--- config.mk ---
export PLATFORM = sky130hd
export DESIGN_NAME = qed_commit_ctrl
export DESIGN_NICKNAME = d
export VERILOG_FILES = /design/src/rtl/qed_pkg.sv /design/src/rtl/qed_sat_counter.sv /design/src/rtl/qed_commit_ctrl.sv
export SDC_FILE = /design/constraint.sdc
export NUM_CORES = 1
export LEC_CHECK = 0
export CORE_MARGIN = 2
export CORE_UTILIZATION = 40
export DETAILED_ROUTE_END_ITERATION = 10
export PLACE_DENSITY_LB_ADDON = 0.1
export SYNTH_ARGS = -nofsm -noshare
export SYNTH_HDL_FRONTEND = slang
export SYNTH_HIERARCHICAL = 1
export SYNTH_SLANG_ARGS = --single-unit
--- constraint.sdc ---
create_clock -name clk -period 5 [get_ports clk]
set_input_delay 1 -clock clk [delete_from_list [all_inputs] [get_ports clk]]
set_output_delay 1 -clock clk [all_outputs]
set_load 0.005 [all_outputs]
--- src/rtl/qed_pkg.sv ---
// Shared types and constants for the SQED commit sequencer.
package qed_pkg;

  typedef enum logic [1:0] {
    ORIG  = 2'd0,
    DRAIN = 2'd1,
    DUP   = 2'd2
  } qed_state_t;

  localparam int QED_REG_HALF = 16;

endpackage

--- src/rtl/qed_sat_counter.sv ---
// Saturating up-counter; sat is high while the count sits at all-ones.
module qed_sat_counter #(
  parameter int W = 8
) (
  input  logic         clk,
  input  logic         rst,
  input  logic         inc,
  output logic [W-1:0] cnt,
  output logic         sat
);

  assign sat = &cnt;

  always_ff @(posedge clk) begin
    if (rst) begin
      cnt <= '0;
    end else if (inc && !sat) begin
      cnt <= cnt + W'(1);
    end
  end

endmodule

--- src/rtl/qed_commit_ctrl.sv ---
// SQED duplicate-execution sequencer: ORIG -> (DRAIN) -> DUP, commit counters, check qualifier.
// Optional drain timeout built when QED_DRAIN_TMO_EN is defined.
module qed_commit_ctrl
  import qed_pkg::*;
#(
  parameter int CNT_WIDTH  = 8,
  parameter int TMO_CYCLES = 64
) (
  input  logic                 clk,
  input  logic                 rst,
  input  logic                 exec_dup,
  input  logic                 issue_valid,
  input  logic                 commit_valid,
  input  logic                 commit_is_dup,
  output logic                 dup_mode,
  output logic                 issue_stall,
  output logic                 sif_commit,
  output logic                 sif_commit_pulsed,
  output logic                 qed_check_valid,
  output logic [CNT_WIDTH-1:0] orig_cnt,
  output logic [CNT_WIDTH-1:0] dup_cnt,
  output logic                 cnt_ovf,
  output logic                 drain_tmo
);

  localparam int IW = CNT_WIDTH + 1;

  qed_state_t    state, state_next;
  logic [IW-1:0] infl, infl_next;
  logic          issue_eff;
  logic          orig_commit;
  logic          tmo_hit;
  logic          sat_orig, sat_dup;

  // Issues seen while draining are protocol errors and must not grow the in-flight count.
  assign issue_eff   = issue_valid && (state != DRAIN);
  assign orig_commit = commit_valid && !commit_is_dup;

  always_comb begin
    infl_next = infl;
    if (issue_eff && !commit_valid) begin
      infl_next = infl + IW'(1);
    end else if (!issue_eff && commit_valid && (infl != '0)) begin
      infl_next = infl - IW'(1);
    end
  end

  always_ff @(posedge clk) begin
    if (rst) begin
      state <= ORIG;
      infl  <= '0;
    end else begin
      state <= state_next;
      infl  <= infl_next;
    end
  end

  always_comb begin
    state_next = state;
    case (state)
      ORIG:    if (exec_dup) state_next = (infl_next == '0) ? DUP : DRAIN;
      DRAIN:   if ((infl == '0) || tmo_hit) state_next = DUP;
      DUP:     state_next = DUP;
      default: state_next = ORIG;
    endcase
  end

  always_comb begin
    dup_mode    = (state == DUP);
    issue_stall = (state == DRAIN);
  end

`ifdef QED_DRAIN_TMO_EN
  localparam int TW = $clog2(TMO_CYCLES + 1);

  logic [TW-1:0] tmr;
  logic          tmo_flag;

  assign tmo_hit   = (state == DRAIN) && (tmr == TW'(TMO_CYCLES - 1));
  assign drain_tmo = tmo_flag;

  always_ff @(posedge clk) begin
    if (rst) begin
      tmr      <= '0;
      tmo_flag <= 1'b0;
    end else begin
      tmr      <= ((state == DRAIN) && (state_next == DRAIN)) ? tmr + TW'(1) : '0;
      tmo_flag <= tmo_flag | tmo_hit;
    end
  end
`else
  assign tmo_hit   = 1'b0;
  // Constant 0; TMO_CYCLES only matters when the timeout is built.
  assign drain_tmo = (TMO_CYCLES < 0);
`endif

  qed_sat_counter #(.W(CNT_WIDTH)) u_orig_cnt (
    .clk (clk),
    .rst (rst),
    .inc (orig_commit),
    .cnt (orig_cnt),
    .sat (sat_orig)
  );

  qed_sat_counter #(.W(CNT_WIDTH)) u_dup_cnt (
    .clk (clk),
    .rst (rst),
    .inc (commit_valid && commit_is_dup),
    .cnt (dup_cnt),
    .sat (sat_dup)
  );

  // Counters never decrement, so saturation is already sticky until reset.
  assign cnt_ovf = sat_orig | sat_dup;

  always_ff @(posedge clk) begin
    if (rst) begin
      sif_commit        <= 1'b0;
      sif_commit_pulsed <= 1'b0;
      qed_check_valid   <= 1'b0;
    end else begin
      sif_commit        <= sif_commit | orig_commit;
      sif_commit_pulsed <= orig_commit && !sif_commit;
      qed_check_valid   <= (state == DUP) && (infl == '0) && (orig_cnt == dup_cnt) &&
                           (orig_cnt != '0) && !cnt_ovf;
    end
  end

endmodule

# Word-level counts from Yosys, hierarchy flattened
# Index checks and enable logic that the tools add are counted.
# Widths: inputs -> output; s select.
[totals]
ff_bits = 30
word_cells = 53
out_inout_bits = 23
in_bits = 6
[classes]
n_addsub = 4
reduce_logical = 28
n_eq_ne = 6
n_mux = 6
n_bitwise = 2
[op_table]
columns = ["op", "n"]
rows = [
  ["$logic_not 9->1", 2],
  ["$mux 9", 2],
  ["$add 8x1->8 const B", 2],
  ["$reduce_and 8->1", 2],
  ["$logic_and 1x1->1", 13],
  ["$add 9x1->9 const B", 1],
  ["$reduce_bool 9->1", 1],
  ["$sub 9x1->9 const B", 1],
  ["$eq 8x8->1", 1],
  ["$reduce_bool 8->1", 1],
  ["$logic_not 1->1", 7],
  ["$mux 2", 3],
  ["$pmux 2 s3", 1],
  ["$ne 2x1->1 const B", 2],
  ["$eq 2x1->1 const B", 1],
  ["$eq 2x2->1 const B", 1],
  ["$logic_not 2->1", 1],
  ["$ne 2x2->1 const B", 1],
  ["$or 1x1->1", 2],
  ["$reduce_and 2->1", 1],
]

# Longest topological paths before layout
# Gate-level depths: netlist of the first run.
[depth]
word_depth = 11
mapped_depth = 8
mapped_depth_nobuf = 8

# Cells and area by module
# The synthesis of the first run kept the hierarchy.
[modules_own_cells]
columns = ["module", "instances", "seq_area_each_um2", "area_each_um2", "cells_each"]
rows = [
  ["qed_commit_ctrl", 1, 280.3, 1201.2, 150],
  ["qed_sat_counter", 2, 160.2, 456.7, 51],
]

# Worst setup path before layout of the first run
# Ideal clock, no wire load.
[synth_timing]
path_kind = "in2reg"
from = "input commit_valid"
to = "register state[0]"
path_buffers = 1
setup_time_ns = 0.120
setup_slack_ns = 2.490
required_time_ns = 4.880
path_stages = 6
arrival_ns = 2.390
path_cell_list = "clkbuf_1 nand3_1 or4_1 nand3_1 nand4_1 o31a_1"
[synth_via]
elab_chain_cells = 8
word_cells_on_any_way = 10
classes_between = "mux (5); reduce/logical (5)"
[synth_lines]
columns = ["element", "line_no", "text"]
rows = [
  ["start, declared", "qed_commit_ctrl.sv:13", "input logic commit_valid,"],
  ["$logic_and 1x1->1 (2 in a row)", "qed_commit_ctrl.sv:43", "end else if (!issue_eff && commit_valid && (infl != '0)) begin"],
  ["$mux 9", "qed_commit_ctrl.sv:43", ""],
  ["$mux 9 (*)", "qed_commit_ctrl.sv:41", "if (issue_eff && !commit_valid) begin"],
  ["$logic_not 9->1 (*)", "qed_commit_ctrl.sv:61", "ORIG: if (exec_dup) state_next = (infl_next == '0) ? DUP : DRAIN;"],
  ["$mux 2 (*) (2 in a row)", "qed_commit_ctrl.sv:61", ""],
  ["$pmux 2 s3 (*)", "qed_commit_ctrl.sv:60", "case (state)"],
  ["end signal, assigned", "qed_commit_ctrl.sv:53", "state <= state_next;"],
  ["end, declared", "qed_commit_ctrl.sv:28", "qed_state_t state, state_next;"],
]
# Every way passes the cells marked *; elsewhere a longest branch is shown, timed or not. The select of a mux whose other input is x is not followed.
# A chain may end at the register's enable or synchronous reset.

# Worst setup path in the final report of the first run
[layout_timing]
from = "register u_orig_cnt.cnt[1]"
to = "output cnt_ovf"
[layout_via]
elab_chain_cells = 2
[layout_lines]
columns = ["element", "line_no", "text"]
rows = [
  ["start, declared", "qed_sat_counter.sv:8", "output logic [W-1:0] cnt,"],
  ["start signal, assigned", "qed_sat_counter.sv:18", "cnt <= cnt + W'(1);"],
  ["$reduce_and 8->1", "qed_sat_counter.sv:12", "assign sat = &cnt;"],
  ["named net sat_orig", "qed_commit_ctrl.sv:33", "logic sat_orig, sat_dup;"],
  ["$or 1x1->1", "qed_commit_ctrl.sv:114", "assign cnt_ovf = sat_orig | sat_dup;"],
  ["end, declared", "qed_commit_ctrl.sv:22", "output logic cnt_ovf,"],
]
# The timed path passes the listed nets, and every way through them passes these cells.

==> impl_metrics.tcl, run 1 <==
set metrics [dict create \
    cts_setup_buffers 0 \
    worstHoldPathType "reg2reg" \
    crit_chain "ha_1 > and3_1 > or2_2 > clkdlybuf4s50_1" \
    crit_family "flip-flops" \
    postPlaceCellArea_um2 2367 \
    multi_input_area_um2 1338 \
    crit_type "reg2out" \
    final_cells 343 \
    grt_remaining_overflow 0 \
    final_cell_mix "dfxtp_1 (30), clkdlybuf4s50_1 (27), nor2_1 (23)" \
    synthFlopType "dfxtp_1" \
    fp.dieH_um 76.71 \
    synth_area_per_cell_um2 8.391 \
    wl_met3_um 178 \
    setup_viol 0 \
    grt_pass1_wl_mm 8.431 \
    grt_max_degree 38 \
    seqCellArea_um2 600.6 \
    wl_per_cell_um 13.69 \
    fmax_ghz 0.3252 \
    final_common_cell "dfxtp_1" \
    ys_warn_count 6 \
    antenna_found_initial 0 \
    dr.max_layer_used "met4" \
    fill_cells 525 \
    drt_iter0_drc 118 \
    drt-met1-wl_mm 2.293 \
    wirelength_mm 4.697 \
    p_leak_nw 0.8380 \
    reg2reg_to "state[0]$_SDFFE_PP0P_" \
    clock-root-buffer "clkbuf_8" \
    grt_usage 0.1758 \
    syn_area_um2 2115 \
    clkSlewWorstSetupHoldPaths_ps 60 \
    port_buffers 27 \
    min_path_cells 1 \
    cp-end-kind "output pin" \
    postRouteAntennaNets 0 \
    powerDensity_nw_per_um2 418.6 \
    routed-wl-met2_mm 2.154 \
    dp.cells 335 \
    drcViolationCount 0 \
    drv_slew 0 \
    crit_required_ps 4000 \
    cp-start-kind "flip-flop" \
    synth_async_sr_flop_share 0 \
    diodes 0 \
    max_slew_margin 0.4975 \
    hold_end "sif_commit_pulsed$_SDFF_PP0_" \
    dieArea_um2 5884 \
    worstReg2RegStart "state[1]$_SDFFE_PP0P_" \
    core_um2 5107 \
    die_x_um 76.71 \
    slowest_stage "dfxtp_1" \
    via_count 1883 \
    dp_hpwl_mm 3.365 \
    synthCells 252 \
    syn_to_final_growth_pct 16.27 \
    crit_arrival_ps 2080 \
    status "finished, final reports clean" \
    clk_latency_ps 280 \
    rsz0062_at_grt "false" \
    ff2ff_setup_slack_ps 2580 \
    synth-seq-area-share 0.2840 \
    via_per_inst 5.490 \
    postCtsResizedCells 0 \
    h-tree-depth 2 \
    synth_edf_count 0 \
    drv_cap 0 \
    hold_viol 0 \
    post-route-period-util 0.6150 \
    cts.sink_count 30 \
    worst_pin_slew_ps 752.2 \
    min_period_ps 3075 \
    cts_made_buffers 5 \
    fin_skew_ps 3.347 \
    io_pins 29 \
    worstPathBufferInverterCount 1 \
    worstPathMaxFanout 9 \
    finalSetupTns_ps 0 \
    gp_congestion 0.7708 \
    grt_pass1_vias 1781 \
    vdd.ir_drop.worst_v 0.0002093 \
    hp-start "sif_commit$_SDFF_PP0_" \
    tritoncts "done" \
    max_stage_delay_ps 490 \
    hold_buffers 0 \
    num_rows 26 \
    r2r_cells 8 \
    yosysUniqueCellTypes 56 \
    finish.instance_area_um2 2459 \
    start_util 0.4140 \
    synth-seq-cells 30 \
    syn_nets 267 \
    drt_pass1_iterations 4 \
    layout-drive-gt1-share 0.1026 \
    final_nets 287 \
    clockBufferDepth 2 \
]
-- cell type report --
class | count | share of cell area
Multi-Input combinational cell | 190 | 0.5440
Sequential cell | 30 | 0.2443
Timing Repair Buffer | 28 | 0.1130
Tap cell | 70 | 0.03562
Clock buffer | 7 | 0.03511
Inverter | 17 | 0.02595
Clock inverter | 1 | 0.002036
-- power breakdown --
part	internal (mW)	total [mW]	switching (mW)
combinational	0.215	0.467	0.252
sequential	0.278	0.362	0.0839
clock	0.111	0.200	0.0895
-- cell usage after synthesis, types with 3 or more instances --
master,count,area [um2]
dfxtp_1,30,600.6
nor2_1,23,86.33
inv_1,17,63.81
nand3_1,12,60.06
xnor2_1,12,105.1
nand2_1,11,41.29
nand4_1,11,68.82
nor3_1,11,55.05
a21oi_1,9,45.04
ha_1,9,112.6
a211oi_1,7,52.55
nor4_1,7,43.79
and3_1,6,37.54
nand2b_1,6,37.54
buf_6,5,56.30
nor2b_1,5,31.28
buf_2,4,20.02
clkbuf_1,4,15.01
o31a_1,4,35.03
a31oi_1,3,18.77
nand3_2,3,30.03
nor3b_1,3,22.52
o21a_1,3,22.52
xor2_1,3,26.28
-- worst max path at each step --
stage | startpoint | end | cells past startpoint
4_1_cts | u_orig_cnt/cnt[1]$_SDFFE_PP0P_ | cnt_ovf | 4
5_1_grt | u_orig_cnt/cnt[0]$_SDFFE_PP0P_ | cnt_ovf | 4
3_3_place_gp | commit_valid | state[0]$_SDFFE_PP0P_ | 7
2_1_floorplan | commit_valid | state[0]$_SDFFE_PP0P_ | 6
6_report | u_orig_cnt/cnt[1]$_SDFFE_PP0P_ | cnt_ovf | 4
3_5_place_dp | commit_valid | state[0]$_SDFFE_PP0P_ | 7
-- worst register-to-register path, stage by stage, from the launching register on --
cell and delay, ps:
dfxtp_1 380, inv_1 80, ha_1 240, nor3b_1 640, and4_1 340, nand3_1 90
nand3_1 110, nand4_1 140, o31a_1 300
-- registers in the layout (all words and copies together) (netlist names) --
signal / cells
infl: 9
u_dup_cnt/cnt: 8
u_orig_cnt/cnt: 8
state: 2
qed_check_valid: 1
sif_commit: 1
sif_commit_pulsed: 1
-- per-stage QoR --
step	hold WS, ps	utilization	setup WS, ps	power [mW]
after floorplan	445.0	-	2490	0.7539
after global placement	463.8	0.4635	1667	0.8413
after detailed placement	456.4	0.4635	1639	0.8380
after CTS	472.0	0.4814	1902	1.045
after global routing	486.6	0.4814	1785	1.123
final	462.7	0.4814	1925	1.029
-- metal layers --
| layer | vias to the layer above | GRT usage |
|---|---|---|
| li1 | 949 | - |
| met2 | 40 | 0.2728 |
| met5 | - | 0 |
| met1 | 887 | 0.2356 |
| met3 | 7 | 0.04235 |
| met4 | 0 | 0.06727 |
-- cell families after synthesis --
logic type	count (synthesis)	share of synthesized area
mux	6	0.03077
other cells	1	0.001773
flops	30	0.2840
simple gates	115	0.3172
buf+inv	32	0.08343
xor+xnor	15	0.06213
fa+ha+maj	9	0.05326
compound gates	44	0.1675
No activity file was read; power rests on OpenSTA's default activity.
==> inputs of run 2 (changes only) <==
clock period = 2.7 ns   (was 5 ns; I/O delays follow)
==> run 2 against run 1 <==
Worst hold slack lost 6.5 ps. Global-route usage grew 0.26 points. Final cell count grew 3.2%. Wire length grew 7.2%. Design area grew 3.4%. First-iteration DRC count shrank 1.7%. Flip-flop and latch count is the same. Critical path depth is the same. Worst setup slack lost 1700 ps. Core utilization grew 1.6 points.
==> impl_metrics.tcl, run 2 (synthesis results as in run 1) <==
set metrics [dict create \
    wl_per_cell_um 14.23 \
    cp-end-kind "output pin" \
    powerDensity_nw_per_um2 766.9 \
    final_nets 298 \
    p_total_mw 1.949 \
    finalSetupTns_ps 0 \
    crit_type "reg2out" \
    crit_chain "and3_1 > and3_1 > or2_2 > clkdlybuf4s50_1" \
    min_path_cells 1 \
    layout-drive-gt1-share 0.1373 \
    grt_usage 0.1785 \
    crit_top_cell "and3_1" \
    cts_made_buffers 5 \
    start_util 0.4140 \
    netSwitchingPower_uw 817.0 \
    grt_pass1_vias 1755 \
    clkSlewWorstSetupHoldPaths_ps 70 \
    drv_cap 0 \
    worstReg2RegStart "infl[0]$_SDFF_PP0_" \
    postCtsResizedCells 0 \
    switching_share 0.4192 \
    dp.cells 346 \
    syn_to_final_growth_pct 20.18 \
    cell_internal_pwr_mw 1.132 \
    vdd.ir_drop.worst_v 0.0002402 \
    power_frac_clock 0.196 \
    final_common_cell "dfxtp_1" \
    drt_pass1_iterations 4 \
    crit_required_ps 2160 \
    via_per_inst 5.393 \
    hold_end "sif_commit_pulsed$_SDFF_PP0_" \
    h-tree-depth 2 \
    worstHoldPathType "reg2reg" \
    multi_input_area_um2 1338 \
    cp-start-kind "flip-flop" \
    post-route-period-util 0.9203 \
    max_stage_delay_ps 490 \
    reg2reg_to "state[0]$_SDFFE_PP0P_" \
    clockBufferDepth 2 \
    num_rows 26 \
    port_buffers 27 \
    r2r_cells 8 \
    hold_viol 0 \
    fin_skew_ps 6.128 \
    drt_iter0_drc 116 \
    crit_start "u_orig_cnt/cnt[7]$_SDFFE_PP0P_" \
    fill_cells 531 \
    dieArea_um2 5884 \
    status "finished, final reports clean" \
    hp-start "sif_commit$_SDFF_PP0_" \
    largest_register_ffs 9 \
    core_um2 5107 \
    ff2ff_setup_slack_ps 440 \
    final_cell_mix "dfxtp_1 (30), clkdlybuf4s50_1 (27), nor2_1 (23)" \
    gp_congestion 0.8402 \
    crit_arrival_ps 1940 \
    grt_remaining_overflow 0 \
    tritoncts "done" \
    wirelength_mm 5.036 \
    io_pins 29 \
    cts.sink_count 30 \
    setup_viol 0 \
    grt_pass1_wl_mm 8.500 \
    clk_latency_ps 280 \
    cts_setup_buffers 0 \
    postPlaceCellArea_um2 2450 \
    slowest_stage "clkdlybuf4s50_1" \
    antenna_found_initial 0 \
    postRouteAntennaNets 0 \
    worstPathMaxFanout 7 \
    fmax_ghz 0.4024 \
    final_cells 354 \
    seqCellArea_um2 600.6 \
    top_regs "infl (9), u_dup_cnt/cnt (8), u_orig_cnt/cnt (8)" \
    hold_buffers 0 \
    pwr-share-comb 0.459 \
    drv_slew 0 \
    finish.instance_area_um2 2541 \
    top_register "infl" \
    rsz0062_at_grt "false" \
    diodes 0 \
    clock-root-buffer "clkbuf_8" \
    grt_max_degree 31 \
    dp_hpwl_mm 3.642 \
    via_count 1909 \
    p_leak_nw 0.8952 \
    die_x_um 76.71 \
    fp.dieH_um 76.71 \
    p_seq_frac 0.345 \
    hold_ws_ps 456.2 \
    min_period_ps 2485 \
    drcViolationCount 0 \
]
-- run 2: cell count changes in the layout (fill, tap and decap cells not counted), sizes merged --
cell  change
buf      +11
-- run 2: routing by layer --
metal / vias to the layer above / wire length [um] / track usage
met5: - / 0 / 0
met4: 0 / 48 / 0.06909
met3: 4 / 215 / 0.04353
met2: 44 / 2327 / 0.2904
met1: 891 / 2444 / 0.2272
li1: 970 / - / -
-- run 2: critical path: cells and delay by family, from the launching register on --
family,cells,cell delay [ps]
simple gates,3,710
buf+inv,1,490
flops,1,460
-- run 2: worst max path at each step --
| stage | to | slack (ps) |
|---|---|---|
| 4_1_cts | cnt_ovf | 180 |
| 5_1_grt | cnt_ovf | 80 |
| 6_report | cnt_ovf | 220 |
| 3_5_place_dp | state[0]$_SDFFE_PP0P_ | 160 |
| 3_3_place_gp | state[0]$_SDFFE_PP0P_ | 170 |
| 2_1_floorplan | state[0]$_SDFFE_PP0P_ | 640 |
-- run 2: layout make-up --
| cell class | instances | share of cell area |
|---|---|---|
| multi-input cells | 190 | 0.5263 |
| clock buffers | 7 | 0.03397 |
| clock inverters | 1 | 0.001969 |
| well taps | 70 | 0.03447 |
| flip-flops and latches | 30 | 0.2363 |
| repair buffers | 39 | 0.1418 |
| inverters | 17 | 0.02511 |
-- run 2: power groups by stage --
stage / Combinational [mW] / Clock, mW / Sequential [mW]
6_report: 0.894 / 0.382 / 0.673
4_1_cts: 0.899 / 0.395 / 0.672
3_3_place_gp: 0.901 / 0 / 0.682
5_1_grt: 1.01 / 0.421 / 0.698
2_1_floorplan: 0.828 / 0 / 0.568
3_5_place_dp: 0.893 / 0 / 0.683
-- run 2: metrics by stage --
| stage | worst slack (ps) | util |
|---|---|---|
| 2_1_floorplan | 644.5 | - |
| 3_3_place_gp | 170.3 | 0.4797 |
| 3_5_place_dp | 157.2 | 0.4797 |
| 4_1_cts | 179.5 | 0.4976 |
| 5_1_grt | 79.81 | 0.4976 |
| 6_report | 215.1 | 0.4976 |
==> inputs of run 3 (changes only) <==
CELL_PAD_IN_SITES_DETAIL_PLACEMENT = 1   (was default)
CELL_PAD_IN_SITES_GLOBAL_PLACEMENT = 1   (was default)
CORE_UTILIZATION = 37   (was 40)
==> run 3 against run 2 <==
Clock skew down 1.2 ps. Clock power is essentially flat. Count of clock-buffer cells in the layout did not move. Sequential share of layout area down 0.30 points. Worst setup slack got worse by 65 ps. Design area is 1.3% higher. Die area up 7.7%. Global-route usage grew 1.5 points. Final cell count rose by 1.7%. Fmax fell by 2.6%. Via count grew 1.7%. Critical path depth unchanged.
==> impl_metrics.tcl, run 3 (synthesis results as in run 1) <==
set metrics [dict create \
    hold_buffers 0 \
    h-tree-depth 2 \
    largest_register_ffs 9 \
    io_pins 29 \
    clk_latency_ps 280 \
    worstHoldPathType "reg2reg" \
    cts.sink_count 30 \
    clockBufferDepth 2 \
    wl_per_cell_um 15.47 \
    clkSlewWorstSetupHoldPaths_ps 70 \
    cp-end-kind "output pin" \
    fmax_ghz 0.3921 \
    crit_arrival_ps 2010 \
    postRouteAntennaNets 0 \
    setup_viol 0 \
    grt_remaining_overflow 0 \
    finish.utilization 0.4674 \
    min_period_ps 2550 \
    postCtsResizedCells 0 \
    drt_iter0_drc 82 \
    drcViolationCount 0 \
    cp-start-kind "flip-flop" \
    fin_skew_ps 4.963 \
    final_common_cell "dfxtp_1" \
    dp_hpwl_mm 4.104 \
    worstPathMaxFanout 8 \
    dieArea_um2 6335 \
    vdd.ir_drop.worst_v 0.0003260 \
    antenna_found_initial 0 \
    post-route-period-util 0.9446 \
    cts_setup_buffers 0 \
    fp.dieH_um 79.60 \
    via_per_inst 5.394 \
    tritoncts "done" \
    num_rows 27 \
    rsz0062_at_grt "false" \
    die_x_um 79.60 \
    top_regs "infl (9), u_dup_cnt/cnt (8), u_orig_cnt/cnt (8)" \
    grt_pass1_vias 1948 \
    hold_viol 0 \
    status "finished, final reports clean" \
    layout-drive-gt1-share 0.1493 \
    finalSetupTns_ps 0 \
    syn_to_final_growth_pct 21.72 \
    grt_max_degree 15 \
    powerDensity_nw_per_um2 769.7 \
    via_count 1942 \
    final_nets 302 \
    grt_pass1_wl_mm 9.653 \
    drv_slew 0 \
    crit_type "reg2out" \
    drt_pass1_iterations 4 \
    cts_made_buffers 5 \
    gp_congestion 0.7879 \
    grt_usage 0.1936 \
    port_buffers 27 \
    wirelength_mm 5.568 \
    final_cell_mix "dfxtp_1 (30), clkdlybuf4s50_1 (27), nor2_1 (23)" \
    top_register "infl" \
    start_util 0.3840 \
    core_um2 5507 \
    diodes 0 \
    drv_cap 0 \
    crit_required_ps 2160 \
    p_leak_nw 0.9147 \
    clock-root-buffer "clkbuf_8" \
]
-- run 3: worst max-delay path, cell delays in order, from the launching register on --
cell	delay, ps
dfxtp_1	480
and3_1	390
and3_1	230
or2_2	130
clkdlybuf4s50_1	500
-- run 3: area by class of cell --
| cell class | count | area, um2 |
|---|---|---|
| well taps | 72 | 90.09 |
| clock buffers | 7 | 86.33 |
| clock inverters | 1 | 5.005 |
| flip-flops and latches | 30 | 600.6 |
| repair buffers | 43 | 390.4 |
| multi-input cells | 190 | 1338 |
| inverters | 17 | 63.81 |
| fillers | 678 | 2933 |
-- run 3: path summary, 6_finish.rpt --
path	from	to	slack (ps)	cells past startpoint
min	sif_commit$_SDFF_PP0_	sif_commit_pulsed$_SDFF_PP0_	450	1
max	u_orig_cnt/cnt[5]$_SDFFE_PP0P_	cnt_ovf	150	4
max reg2reg	state[1]$_SDFFE_PP0P_	state[0]$_SDFFE_PP0P_	410	9
min reg2reg	sif_commit$_SDFF_PP0_	sif_commit_pulsed$_SDFF_PP0_	450	1
-- run 3: power by group --
| part | leakage, nW | internal, mW | switching, mW | total [mW] |
|---|---|---|---|---|
| clock network | 0.0482 | 0.206 | 0.178 | 0.384 |
| registers | 0.244 | 0.515 | 0.162 | 0.676 |
| logic | 0.623 | 0.414 | 0.507 | 0.921 |
-- run 3: per-layer routing --
layer	wire length (um)	GRT usage
met5	0	0
met4	52	0.05000
met3	157	0.03846
met2	2773	0.3269
met1	2586	0.2512
-- run 3: stage by stage --
step                hold slack [ps]  instances  setup slack, ps  total power [mW]  area (um2)
floorplan                     445.0        252            644.5             1.396        2115
global placement              443.3        352            110.4             1.594        2482
detailed placement            444.5        352            86.00             1.597        2482
CTS                           462.6        360            128.8             2.005        2574
global route                  497.2        360            62.39             2.155        2574
finish                        451.1        360            149.6             1.981        2574
